$ cat config.mk
export PLATFORM = sky130hd
export DESIGN_NAME = cpu_sequencer
export DESIGN_NICKNAME = d
export VERILOG_FILES = /design/src/rtl/cpu_seq_pkg.sv /design/src/rtl/cpu_sequencer_mem_wait_timer.sv /design/src/rtl/cpu_sequencer.sv
export SDC_FILE = /design/constraint.sdc
export NUM_CORES = 1
export LEC_CHECK = 0
export ABC_AREA = 0
export CELL_PAD_IN_SITES_DETAIL_PLACEMENT = 1
export CELL_PAD_IN_SITES_GLOBAL_PLACEMENT = 1
export CORE_MARGIN = 2
export CORE_UTILIZATION = 30
export CTS_BUF_LIST = sky130_fd_sc_hd__clkbuf_2
export DETAILED_ROUTE_END_ITERATION = 12
export PLACE_DENSITY_LB_ADDON = 0.1
export SYNTH_ARGS = -nofsm -noshare
export SYNTH_HDL_FRONTEND = slang
export SYNTH_SLANG_ARGS = --single-unit
$ cat constraint.sdc
create_clock -name clk -period 3.8 [get_ports clk]
set_input_delay 0.76 -clock clk [delete_from_list [all_inputs] [get_ports clk]]
set_output_delay 0.76 -clock clk [all_outputs]
set_load 0.01 [all_outputs]
$ cat src/rtl/cpu_seq_pkg.sv
// Shared definitions for the multicycle CPU phase sequencer: state codes,
// default halt encoding and opcode constants also used by control_unit.
package cpu_seq_pkg;

  typedef enum logic [3:0] {
    ST_IDLE    = 4'd0,
    ST_FETCH   = 4'd1,
    ST_DECODE  = 4'd2,
    ST_REGREAD = 4'd3,
    ST_EXECUTE = 4'd4,
    ST_MEM     = 4'd5,
    ST_WBRES   = 4'd6,
    ST_WB      = 4'd7,
    ST_PCUPD   = 4'd8,
    ST_HALT    = 4'd9
  } state_t;

  localparam logic [7:0] HALT_INSTR_DEFAULT  = 8'h00;
  localparam int         MEM_TIMEOUT_DEFAULT = 15;

  // Opcode constants shared with control_unit.
  localparam logic [7:0] OP_HALT  = 8'h00;
  localparam logic [7:0] OP_LOAD  = 8'h01;
  localparam logic [7:0] OP_STORE = 8'h02;
  localparam logic [7:0] OP_ADD   = 8'h03;
  localparam logic [7:0] OP_SUB   = 8'h04;
  localparam logic [7:0] OP_BEQ   = 8'h05;
  localparam logic [7:0] OP_JMP   = 8'h06;

  // The sequencer is busy in every state except the two resting ones.
  function automatic logic is_busy(input state_t s);
    return !((s == ST_IDLE) || (s == ST_HALT));
  endfunction

endpackage

$ cat src/rtl/cpu_sequencer_mem_wait_timer.sv
// Counts stalled MEM cycles. `expired` is high on the stall cycle that makes
// the count reach MEM_TIMEOUT, so the FSM can leave MEM on that same edge.
module mem_wait_timer #(
  parameter int MEM_TIMEOUT = 15
) (
  input  logic       clk,
  input  logic       rst,
  input  logic       clear,
  input  logic       en,
  output logic [7:0] count,
  output logic       expired
);

  localparam logic [7:0] LIMIT_M1 = 8'(MEM_TIMEOUT - 1);

  // Wait counter: cleared outside MEM, advanced on each un-acked MEM cycle.
  always_ff @(posedge clk or posedge rst) begin
    if (rst)        count <= 8'd0;
    else if (clear) count <= 8'd0;
    else if (en)    count <= count + 8'd1;
  end

  assign expired = (count == LIMIT_M1);

endmodule

$ cat src/rtl/cpu_sequencer.sv
// Clocked phase controller for the 8-bit multicycle CPU. Issues one-cycle
// phase strobes decoded from the registered state, owns the PC and the
// retired-instruction counter, and halts on HALT_INSTR or an ack timeout.
// Handshake: access_mem_en is a request strobe on the first MEM cycle;
// mem_ack is sampled only while in MEM with a memory enable set, and an
// ack on any MEM cycle (including the first) completes the access.
module cpu_sequencer
  import cpu_seq_pkg::*;
#(
  parameter int         MEM_TIMEOUT = MEM_TIMEOUT_DEFAULT,
  parameter logic [7:0] HALT_INSTR  = HALT_INSTR_DEFAULT
) (
  input  logic        clk,
  input  logic        reset,
  input  logic        run,
  input  logic [7:0]  instruction,
  input  logic        mem_r_en,
  input  logic        mem_w_en,
  input  logic        jump,
  input  logic [7:0]  alu_result,
  input  logic        mem_ack,
  output logic        fetch_en,
  output logic        decode_en,
  output logic        regread_en,
  output logic        execute_en,
  output logic        access_mem_en,
  output logic        wbres_en,
  output logic        wb_en,
  output logic        pc_en,
  output logic [7:0]  pc,
  output logic [3:0]  state,
  output logic        busy,
  output logic        halted,
  output logic        mem_timeout,
  output logic [15:0] retired
);

  state_t     state_q;
  state_t     state_d;
  logic       mem_req;
  logic       wait_en;
  logic       wait_clear;
  logic       wait_expired;
  logic [7:0] wait_count;

  assign mem_req    = mem_r_en | mem_w_en;
  assign wait_clear = (state_q != ST_MEM);
  assign wait_en    = (state_q == ST_MEM) && mem_req && !mem_ack;

  mem_wait_timer #(
    .MEM_TIMEOUT (MEM_TIMEOUT)
  ) u_wait (
    .clk     (clk),
    .rst     (reset),
    .clear   (wait_clear),
    .en      (wait_en),
    .count   (wait_count),
    .expired (wait_expired)
  );

  // State register.
  always_ff @(posedge clk or posedge reset) begin
    if (reset) state_q <= ST_IDLE;
    else       state_q <= state_d;
  end

  // Next-state logic: fixed phase walk with HALT, MEM wait and run gating.
  always_comb begin
    state_d = state_q;
    case (state_q)
      ST_IDLE:    if (run) state_d = ST_FETCH;
      ST_FETCH:   state_d = ST_DECODE;
      ST_DECODE:  state_d = (instruction == HALT_INSTR) ? ST_HALT : ST_REGREAD;
      ST_REGREAD: state_d = ST_EXECUTE;
      ST_EXECUTE: state_d = ST_MEM;
      ST_MEM: begin
        if (!mem_req || mem_ack) state_d = ST_WBRES;
        else if (wait_expired)   state_d = ST_HALT;
      end
      ST_WBRES:   state_d = ST_WB;
      ST_WB:      state_d = ST_PCUPD;
      ST_PCUPD:   state_d = run ? ST_FETCH : ST_IDLE;
      ST_HALT:    state_d = ST_HALT;
      default:    state_d = ST_IDLE;
    endcase
  end

  // Phase strobes and status decoded from the registered state.
  always_comb begin
    fetch_en      = (state_q == ST_FETCH);
    decode_en     = (state_q == ST_DECODE);
    regread_en    = (state_q == ST_REGREAD);
    execute_en    = (state_q == ST_EXECUTE);
    // A zero wait count identifies the first MEM cycle.
    access_mem_en = (state_q == ST_MEM) && mem_req && (wait_count == 8'd0);
    wbres_en      = (state_q == ST_WBRES);
    wb_en         = (state_q == ST_WB);
    pc_en         = (state_q == ST_PCUPD);
    busy          = is_busy(state_q);
    halted        = (state_q == ST_HALT);
    state         = state_q;
  end

  // PC and retired counter advance once per completed instruction.
  always_ff @(posedge clk or posedge reset) begin
    if (reset) begin
      pc      <= 8'd0;
      retired <= 16'd0;
    end else if (state_q == ST_PCUPD) begin
      pc      <= pc + 8'd1 + (jump ? alu_result : 8'd0);
      retired <= retired + 16'd1;
    end
  end

  // Sticky timeout flag, set on the edge that moves MEM into HALT.
  always_ff @(posedge clk or posedge reset) begin
    if (reset)                                        mem_timeout <= 1'b0;
    else if (wait_en && wait_expired)                 mem_timeout <= 1'b1;
  end

endmodule

==> flow_summary.json <==
{
  "die_width_um": 88.28,
  "path_delay_family": "simple AND/OR/NAND/NOR gates",
  "r2r_start": "state[0]$_DFFE_PP0P_",
  "grt_busiest_layer": "met2",
  "insertion_delay_ns": 0.39,
  "cts_setup_buffers": 0,
  "root_buffer": "clkbuf_2",
  "die_h_um": 88.28,
  "cts.sink_count": 37,
  "grt_pass1_vias": 1882,
  "setup_slack_ns": 0.5035,
  "min_delay_path_depth": 1,
  "syn_to_final_growth_pct": 38.11,
  "cp.required_ns": 3.04,
  "synth_area_per_cell_sq_um": 9.428,
  "grt_pass1_wl_um": 9149,
  "grt_overflow": 0,
  "antenna_found_initial": 0,
  "dr.pass1.iters": 4,
  "crit_chain": "nand2b_1, or2_0, buf_4, nor2_1, and3_1, clkdlybuf4s50_1",
  "synth-compound-area-share": 0.1051,
  "synth.yosys.warnings": 0,
  "synth_fa_ha_area_frac": 0.07399,
  "synthesis.area_sq_um": 2131,
  "drv_cap": 0,
  "clockBufferDepth": 2,
  "finalCriticalPeriod_ns": 3.296,
  "fmax_mhz": 303.4,
  "routed_wl_um": 5333,
  "path_max_fanout": 13,
  "crit-reg2reg-capture": "retired[15]$_DFFE_PP0N_",
  "cts_buffers": 5,
  "global_route.usage.met2": 0.2269,
  "status": "finished clean",
  "io_pins": 62,
  "cts_max_level": 2,
  "holdBufCountCts": 0,
  "skew_ns": 0.01381,
  "dieArea_sq_um": 7792,
  "initial_utilization": 0.3119,
  "mostFrequentLayoutCell": "clkdlybuf4s50_1",
  "fp-row-count": 30,
  "drive_gt1_frac": 0.04828,
  "tightestPinTransition_ns": 0.4897,
  "path_class": "flop to primary output",
  "first_iter_violations": 59,
  "cts_resized": 0,
  "num_antenna_cells": 0,
  "hold_class": "flop to flop",
  "netlist-cell-type-count": 46,
  "tns_ns": 0,
  "power_leakage_nw": 1.301,
  "drc": 0,
  "synth_fp_nets": 261,
  "cp_slowest_cell": "dfrtp_1",
  "yosysSeqAreaShare": 0.4345,
  "placed_cell_area_sq_um": 2853,
  "powerDensity_nw_per_um2": 580.1,
  "peakVddDrop_uv": 260.5,
  "numPortBuffers": 61,
  "hold_path.startpoint": "pc[7]$_DFFE_PP0N_",
  "grt_max_degree": 38,
  "synth_edf_count": 0,
  "via_count": 1835,
  "vias_per_cell": 4.754,
  "hpwlAfterDp_um": 3884,
  "postSynthCellCount": 226,
  "finalInstanceArea_sq_um": 2943,
  "met3_usage": 0.04104,
  "relSlewSlack": 0.6735,
  "start_kind": "flop",
  "wl_per_cell_um": 13.82,
  "cp_data_arrival_time_ns": 2.54,
  "finalNetCount": 324,
  "finalWeightedCongestion": 0.7825,
  "async_reset_ff_frac": 1.000,
  "cpPeakStageDelay_ns": 0.68,
  "p_total_mw": 1.707,
  "grtUsageTotal": 0.1500,
  "end_kind": "primary output",
  "met1_usage": 0.2100,
  "cts_tree": "built",
  "synth_top_family_by_area": "simple AND/OR/NAND/NOR gates",
  "critPathBufInv": 2,
  "hold_end": "pc[7]$_DFFE_PP0N_",
  "ant_nets": 0,
  "ys.flop_type": "dfrtp_1",
  "setup_viol": 0,
  "rsz0062_at_grt": "false",
  "slew_viol_final": 0,
  "synthMuxAreaShare": 0.009395,
  "layout_common_cells": "61 x clkdlybuf4s50_1, 37 x dfrtp_1, 24 x nand2_1",
  "pre_cts_ws_ns": 0.8056,
  "yosys.area_share.simple": 0.2419,
  "coreArea_sq_um": 6832,
  "fin_util": 0.4308,
  "reg2regPathDepth": 6,
  "reg2reg_setup_slack_ns": 1.51,
  "hold_viol": 0,
  "synth.ff_latch_count": 37,
  "synthXorXnorAreaFrac": 0.1028,
  "path_clk_slew_ns": 0.21,
  "finalCritPeriodShare": 0.8675
}
## per-stage QoR
stage | std cells | hold WS, ns
6_report | 386 | 0.4993
4_1_cts | 386 | 0.5062
5_1_grt | 386 | 0.5171
3_3_place_gp | 378 | 0.4621
2_1_floorplan | 226 | 0.4969
3_5_place_dp | 378 | 0.4619
## cell families after synthesis
family          Yosys count
mux                       2
simple gates            101
xor+xnor                 25
fa+ha+maj                12
buf+inv                  17
compound gates           32
flops                    37
## cell type report
class / count / area (sq um)
clock inverters: 3 / 65.06
repair buffers: 65 / 640.6
well taps: 96 / 120.1
inverters: 8 / 30.03
multi-input cells: 172 / 1136
flip-flops and latches: 37 / 925.9
fillers: 808 / 3889
clock buffers: 5 / 25.02
## power by group
part	switching, mW	internal [mW]
Clock	0.141	0.176
Combinational	0.371	0.414
Sequential	0.131	0.473
Total	0.644	1.06
## synth_stat cells, types with 3 or more instances
master / n / area [sq um]
nand2b_1: 4 / 25.02
nand2_1: 24 / 90.09
nor2_1: 20 / 75.07
xnor2_1: 16 / 140.1
ha_1: 11 / 137.6
o21a_1: 3 / 22.52
nand4_1: 5 / 31.28
clkbuf_1: 7 / 26.28
o21ai_0: 3 / 15.01
inv_1: 7 / 26.28
dfrtp_1: 37 / 925.9
a21oi_1: 5 / 25.02
nand3_1: 11 / 55.05
o21ai_1: 4 / 20.02
and2_1: 7 / 43.79
xor2_1: 9 / 78.83
nor3_1: 9 / 45.04
a211oi_1: 3 / 22.52
and3_1: 7 / 43.79
## state kept, by name (all words and copies together) (netlist names)
name,cells
retired,16
pc,8
u_wait.count,8
state,4
mem_timeout,1
## worst max path at each step
| stage | from | endpoint | slack [ns] | cells after the start |
|---|---|---|---|---|
| floorplan | alu_result[2] | pc[7]$_DFFE_PP0N_ | 1.60 | 7 |
| global placement | jump | pc[6]$_DFFE_PP0N_ | 0.83 | 9 |
| detailed placement | jump | pc[6]$_DFFE_PP0N_ | 0.81 | 9 |
| CTS | state[0]$_DFFE_PP0P_ | access_mem_en | 0.45 | 6 |
| global route | state[0]$_DFFE_PP0P_ | access_mem_en | 0.31 | 6 |
| finish | state[0]$_DFFE_PP0P_ | access_mem_en | 0.50 | 6 |
## routing by layer
metal	routed length (um)	up-vias	share of wire
li1	-	910	-
met1	2619	869	0.49
met2	2381	50	0.45
met3	264	6	0.050
met4	68	0	0.013
met5	0	-	0
Note: power is estimated with default switching activity, not from simulation.
